## src/rtl/rel_ops_pkg.sv

```systemverilog
// rtl/rel_ops_pkg.sv - shared flag struct and reset value for the relational comparator
package rel_ops_pkg;

  typedef struct packed {
    logic eq;
    logic neq;
    logic gt;
    logic lt;
    logic gte;
    logic lte;
  } rel_flags_t;

  localparam rel_flags_t REL_FLAGS_RESET = '0;

endpackage

```

## src/rtl/rel_cmp_core.sv

```systemverilog
// rtl/rel_cmp_core.sv - combinational compare: one eq term, one lt term, rest derived
module rel_cmp_core
  import rel_ops_pkg::*;
#(
  parameter int WIDTH  = 4,
  parameter int SIGNED = 0
) (
  input  logic [WIDTH-1:0] A,
  input  logic [WIDTH-1:0] B,
  output rel_flags_t       flags
);

  logic w_eq;
  logic w_lt;

  assign w_eq = (A == B);

  // Signedness only changes how the MSB is weighted in the less-than term.
  generate
    if (SIGNED != 0) begin : g_signed
      assign w_lt = ($signed(A) < $signed(B));
    end else begin : g_unsigned
      assign w_lt = (A < B);
    end
  endgenerate

  always_comb begin
    flags     = REL_FLAGS_RESET;
    flags.eq  = w_eq;
    flags.lt  = w_lt;
    flags.gt  = ~w_eq & ~w_lt;
    flags.neq = ~w_eq;
    flags.gte = ~w_lt;
    flags.lte = w_lt | w_eq;
  end

endmodule

```

## src/rtl/relational_operators.sv

```systemverilog
// rtl/relational_operators.sv - registered six-flag comparator, one-cycle latency
module relational_operators
  import rel_ops_pkg::*;
#(
  parameter int WIDTH  = 4,
  parameter int SIGNED = 0
) (
  input  logic             clk,
  input  logic             rst,
  input  logic [WIDTH-1:0] A,
  input  logic [WIDTH-1:0] B,
  input  logic             in_valid,
  output logic             eq,
  output logic             neq,
  output logic             gt,
  output logic             lt,
  output logic             gte,
  output logic             lte,
  output logic             out_valid
);

  rel_flags_t w_flags;
  rel_flags_t r_flags;
  logic       r_out_valid;

  rel_cmp_core #(
    .WIDTH  (WIDTH),
    .SIGNED (SIGNED)
  ) u_core (
    .A     (A),
    .B     (B),
    .flags (w_flags)
  );

  // Flags hold across idle cycles; only out_valid tracks in_valid each cycle.
  always_ff @(posedge clk) begin
    if (rst) begin
      r_flags     <= REL_FLAGS_RESET;
      r_out_valid <= 1'b0;
    end else begin
      r_out_valid <= in_valid;
      if (in_valid) begin
        r_flags <= w_flags;
      end
    end
  end

  assign eq        = r_flags.eq;
  assign neq       = r_flags.neq;
  assign gt        = r_flags.gt;
  assign lt        = r_flags.lt;
  assign gte       = r_flags.gte;
  assign lte       = r_flags.lte;
  assign out_valid = r_out_valid;

endmodule

```

## config.mk

```make
export PLATFORM = sky130hd
export DESIGN_NAME = relational_operators
export DESIGN_NICKNAME = d
export VERILOG_FILES = /design/src/rtl/rel_ops_pkg.sv /design/src/rtl/rel_cmp_core.sv /design/src/rtl/relational_operators.sv
export SDC_FILE = /design/constraint.sdc
export NUM_CORES = 1
export LEC_CHECK = 0
export BUFFER_PORTS_ARGS = -buffer_cell sky130_fd_sc_hd__clkbuf_2
export CAP_MARGIN = 20
export CORE_AREA = 2 2 39 41
export CTS_CLUSTER_SIZE = 12
export DETAILED_ROUTE_END_ITERATION = 7
export DIE_AREA = 0 0 41 43
export GPL_TIMING_DRIVEN = 0
export PLACE_DENSITY_LB_ADDON = 0.25
export REMOVE_ABC_BUFFERS = 1
export SETUP_SLACK_MARGIN = 0.5
export SLEW_MARGIN = 0
export SYNTH_ARGS = -nofsm -noshare
export SYNTH_HDL_FRONTEND = slang
export SYNTH_SLANG_ARGS = --single-unit
```

## constraint.sdc

```tcl
create_clock -name clk -period 1.3 [get_ports clk]
set_input_delay 0.26 -clock clk [delete_from_list [all_inputs] [get_ports clk]]
set_output_delay 0.26 -clock clk [all_outputs]
set_load 0.02 [all_outputs]
```

# Word level (Yosys, flattened, before mapping)
# Cells that the tools add are included.
dict set report word_totals {
  n_memories 0
  mem_bits_ro 0
  in_bits 11
  output_inout_bits 7
  ff_bits 7
  ram_bits 0
  latchBits 0
  wordCells 13
}
dict set report classes {
  n_addsub 0
  muxes 0
  mul 0
  div 0
  bitwise_logic 4
  reduce_logical 0
  magnitude_cmp 1
  shift 0
  eq_ne 1
}
# operator count
set op_table {}
lappend op_table {{$eq A4 B4 Y1} 1}
lappend op_table {{$lt A4 B4 Y1} 1}
lappend op_table {{$not A1 Y1} 2}
lappend op_table {{$and A1 B1 Y1} 1}
lappend op_table {{$or A1 B1 Y1} 1}

# Longest topological paths before layout
dict set report depth {
  ltp_word 3
  ltp_mapped 6
  mapped_depth_nobuf 6
}

# Hierarchy
# Synthesis repeated with hierarchy kept, for this count alone.
dict set report unflattened {
  cells_unflattened 40
  area_unflattened_um2 384.1
}
# module seq_area_each_um2 cells_per_inst instances area_per_inst_um2
set by_module_without_submodules {}
lappend by_module_without_submodules {relational_operators 140.1 21 1 240.2}
lappend by_module_without_submodules {rel_cmp_core 0.0 19 1 143.9}

# Least setup slack after synthesis
# Ideal clock, no wire load.
dict set report synth_timing {
  path_type {input port to flip-flop}
  start {input B[3]}
  end {register r_flags, in the netlist gt}
  path_stages 5
  slack_ns 0.153
  arrival_time_ns 1.031
  setup_time_ns 0.115
  n_path_buf 0
  t_required_ns 1.185
  path_cell_list {inv_1 > ha_1 > a21oi_1 > o21ai_1 > a31o_1}
}
dict set report synth_via {
  elab_chain_cells 3
  word_cells_on_any_way 5
  classes_between {order compare (1); eq/ne (1); bitwise (3)}
}
# item line_no
set synth_lines {}
lappend synth_lines {{start, declared} relational_operators.sv:11} ;# input logic [WIDTH-1:0] B,
lappend synth_lines {{$lt A4 B4 Y1 or $eq A4 B4 Y1 (tied branches)} {rel_cmp_core.sv:23, rel_cmp_core.sv:16}}
lappend synth_lines {{$not A1 Y1} rel_cmp_core.sv:31} ;# flags.gt = ~w_eq & ~w_lt;
lappend synth_lines {{$and A1 B1 Y1 *} rel_cmp_core.sv:31}
lappend synth_lines {{end signal, assigned} relational_operators.sv:43} ;# r_flags <= w_flags;
lappend synth_lines {{end, declared} relational_operators.sv:23} ;# rel_flags_t r_flags;
# Every way passes the cells marked *; elsewhere a longest branch is shown, timed or not.
# A chain may end at the register's enable or synchronous reset.

# Worst setup path in the final report
dict set report layout_timing {
  start {register r_flags, in the netlist gte}
  end {output gte}
}
# item line_no
set layout_lines {}
lappend layout_lines {{end, declared} relational_operators.sv:17} ;# output logic gte,
# No word-level cell between the ends.

==> results list <==
- No sink is reached through more buffers than the 2 on the longest clock path.
* Primary flip-flop cell chosen by synthesis mapping: sky130_fd_sc_hd__dfxtp_1
- H-tree level count: 1
- Hold WC Path Type: in2reg
- Floorplan Core Area: roughly 0.0014 mm²
* Core utilization of the finished layout: about 50%
- Once the floorplan was initialized, standard cells occupied between 20% and 30% of the core.
- TritonCTS built the clock tree.
- The first detailed-routing pass ran for 2 iterations.
- At the later pin of the worst-skew pair, clock insertion delay measures between 0.2 and 0.3 ns.
- Multi-input logic area: approximately 270 µm²
- Weighted congestion at the end of routability-driven global placement: around 0.62
* Buffer count from post-CTS setup fixing: 0
* Result of the run: complete, no violations
- Number of top-level pins: 18
- After synthesis, the share of flip-flops with an asynchronous set or reset is 0%.
- The synthesized design spends more area on one cell type than any other, namely sky130_fd_sc_hd__dfxtp_1.
- The number of max-slew violations in the final report is 0.
- Maximum clock skew at final layout: 0 ns
- Data arrives at the worst endpoint at about 0.7 ns.
- The routed design has 885 µm of wire.
* Critical Path RT: 1.04 ns
- Flip-flop and latch area: 149 µm²
* Final WS setup: ~0.33 ns
- Tot GR Track Use: a little over a tenth
- Mapped Cells: 37
- Capturing element type of the critical path: primary output
- For this block, the initial DRC count from the detailed router was 1.
- In this run the vertical extent of the chip is 43 µm.
* Share of the synthesized netlist area taken by xor and xnor gates: 0%
- P_int: 472 µW
- Area overhead of the layout relative to synthesis: 109%
- Port buffering added 17 buffers.
* Most area-consuming cells after synthesis: sky130_fd_sc_hd__dfxtp_1 (43%), sky130_fd_sc_hd__ha_1 (15%), sky130_fd_sc_hd__nor2_1 (6.9%)
- Drt wl/cell: 12.0 µm
- The floorplan step set the die width to 41 µm.
- Cell with the largest stage delay on the worst path: sky130_fd_sc_hd__dfxtp_2
* Antenna-violating nets left: 0
- The number of global-route vias before repair was 350.
- Area of all placed cells without fillers: between 600 and 700 µm²
* Number of sinks on the clock net: 7
- Count of endpoints failing hold in the final timing report: 0
- Derived from the worst setup path, the maximum achievable clock frequency is 1030 MHz.
* Via-to-Cell Ratio: between 4 and 5
* Placement Rows: 14
- Headroom to the max-slew limit came out at 83.4%.
* Setup CP Type: reg2out
* CP Launch Type: flop
* Simple-gate area share of the yosys netlist: between 10% and 20%
* Fraction of synthesized cell area taken by the top area cell type: a little over two fifths
- The share of total power dissipated in sequential elements is a little under two fifths.
* Commonest cells in the synthesized netlist: sky130_fd_sc_hd__dfxtp_1 (7), sky130_fd_sc_hd__nor2_1 (6), sky130_fd_sc_hd__inv_1 (5)
- In this run the mean area of a mapped cell was just under 9 µm².
- Top cell family by delay on the critical path: flip-flops
- Leakage power of the design: approximately 0.29 nW
* Maximum number of pins on one net before global-route repair: 8
- Comb pwr share: 32.8%
* DP Worst Slack: -0.0239 ns
- The repair_antennas step left the layout with diodes totalling 0.
- Minimum clock period: between 0.9 and 1 ns
- Share of cell area taken by muxes after synthesis: 0%
- Most common cell in the netlist: sky130_fd_sc_hd__dfxtp_1
- The number of antenna violations at the first check in global routing came to 0.
- For the pin with the worst max-slew slack, the measured transition is around 0.25 ns.
* Number of warnings printed during yosys synthesis: 0
* Final critical-path share of the clock period: 74.6%
* Clock transition at the register clock pins on the worst setup and hold paths after CTS: ~0.050 ns
* Number of nets in the final layout: 74
- Global-route congestion overflow total: 0
- Number of stages on the worst hold path: 2
* Netlist cell types: 16
* Critical path depth: 1
- Together, buffers and inverters on the worst path number 1.
- Sequential cells were found to cover about 43% of the synthesized design area.
- Synthesized cell area: approximately 330 µm²
- Post-Synth Adder-Cell Area: about 15%
- In this run switching power makes up just under 30% of total power.
- Once placement finished, the instance area stood at 432 µm².
- The worst-case IR drop observed on VDD is roughly 0.5 mV.
* Hold slack: between 0.2 and 0.3 ns
- The first global-routing pass estimated 1210 µm of wire.
- Setup repair after global routing could not meet its margin everywhere.
* DRC: 0
* Cell area power density: between 900 and 1000 mW/mm²
- Layout cells sized above 1: roughly 76%
- Fill cells in the final layout number approximately 130.
- Setup violations remaining at the end of the flow were counted as 0.
- Number of flops mapped to enable cells by yosys: 0
* Vias: around 340
- The tool flagged a number of max-cap violations equal to 0.
- Post-DP HPWL: approximately 530 µm
* Net switching power of the design: a little under 200 µW
* Number of synthesized register bits: 7
* Highest net fanout along the worst path: 2
- Reg2Reg Depth: 2
- The signal on the critical path passes through buf_8.
- The die covers 0.00176 mm².
- Clock Tree Root: sky130_fd_sc_hd__clkbuf_4
- The number of clock buffers added by TritonCTS is 3.
- Crit path largest cell delay: approximately 0.35 ns
- Largest family of logic cells by synthesized area: compound AO/OA/AOI/OAI gates
- Summing the areas of all compound-gate instances in the mapped netlist gives between 20% and 30% of the synthesized area.
* Clock Power Share: between 30% and 40%
* Total Negative Setup Slacks: 0 ns
[power by group through the flow]
stage / registers, mW / logic [mW] / clock network, mW
after floorplan: 0.263 / 0.0489 / 0
after CTS: 0.245 / 0.176 / 0.210
after global routing: 0.250 / 0.237 / 0.214
final: 0.249 / 0.220 / 0.201
after global placement: 0.243 / 0.113 / 0
after detailed placement: 0.243 / 0.114 / 0
[per-layer routing]
layer	vias up	part of all wire (%)	track usage [%]	routed length (µm)
li1	167	-	-	-
met1	158	39	9.45	348
met2	16	53	17.8	466
met3	0	7.8	3.66	69
met4	0	0	8.00	0
met5	-	0	0	0
[final cells by class]
cell class	instances	area share [%]
multi-input combinational	23	39.9
timing repair buffer	17	27.3
sequential	7	21.8
inverter	7	4.21
clock buffer	4	3.85
tap	16	2.93
[repair_timing]
action | in CTS | in global routing
hold buffers | 0 | 0
gates resized for setup | 32 | 22
endpoints found under the setup margin | 13 | 13
pin swaps | 5 | 10
[worst paths after layout]
check	from	endpoint	slack (ns)
max	gte	gte	0.33
min	rst	lte	0.29
max reg2reg	gt	gt	0.56
min reg2reg	lt	lt	0.49
[layout by cell type (no fill, tap or decap)]
cell and n:
sky130_fd_sc_hd__inv_1 1, sky130_fd_sc_hd__a31o_1 1, sky130_fd_sc_hd__dfxtp_2 7, sky130_fd_sc_hd__buf_6 5, sky130_fd_sc_hd__nand2_4 1, sky130_fd_sc_hd__inv_2 5
sky130_fd_sc_hd__clkbuf_4 3, sky130_fd_sc_hd__o21a_1 1, sky130_fd_sc_hd__o21ai_4 1, sky130_fd_sc_hd__inv_4 1, sky130_fd_sc_hd__clkbuf_1 1, sky130_fd_sc_hd__ha_4 4
sky130_fd_sc_hd__a21oi_1 1, sky130_fd_sc_hd__a211oi_2 1, sky130_fd_sc_hd__and3_1 1, sky130_fd_sc_hd__a41oi_4 1, sky130_fd_sc_hd__nor2_1 6, sky130_fd_sc_hd__o31ai_1 1
sky130_fd_sc_hd__nor3_2 1, sky130_fd_sc_hd__nand3_1 1, sky130_fd_sc_hd__clkbuf_2 5, sky130_fd_sc_hd__a21oi_4 2, sky130_fd_sc_hd__buf_8 7
[sequential cells by signal (all words and copies together), names as in the netlist]
| register | cells |
|---|---|
| eq | 1 |
| gt | 1 |
| gte | 1 |
| lt | 1 |
| lte | 1 |
| neq | 1 |
| out_valid | 1 |
[per-stage QoR]
stage | std cells | power, mW
final | 74 | 0.670
after CTS | 74 | 0.630
after global placement | 70 | 0.356
after global routing | 74 | 0.701
after floorplan | 37 | 0.312
after detailed placement | 70 | 0.357
[cell families (layout without fill, tap and decap cells)]
logic type / after synthesis / after routing
AOI/OAI and AO/OA: 9 / 9
adders and majority gates: 4 / 4
DFF: 7 / 7
and+or+nand+nor: 10 / 10
buffers and inverters: 7 / 28
Power figures use the tool's default switching activity.
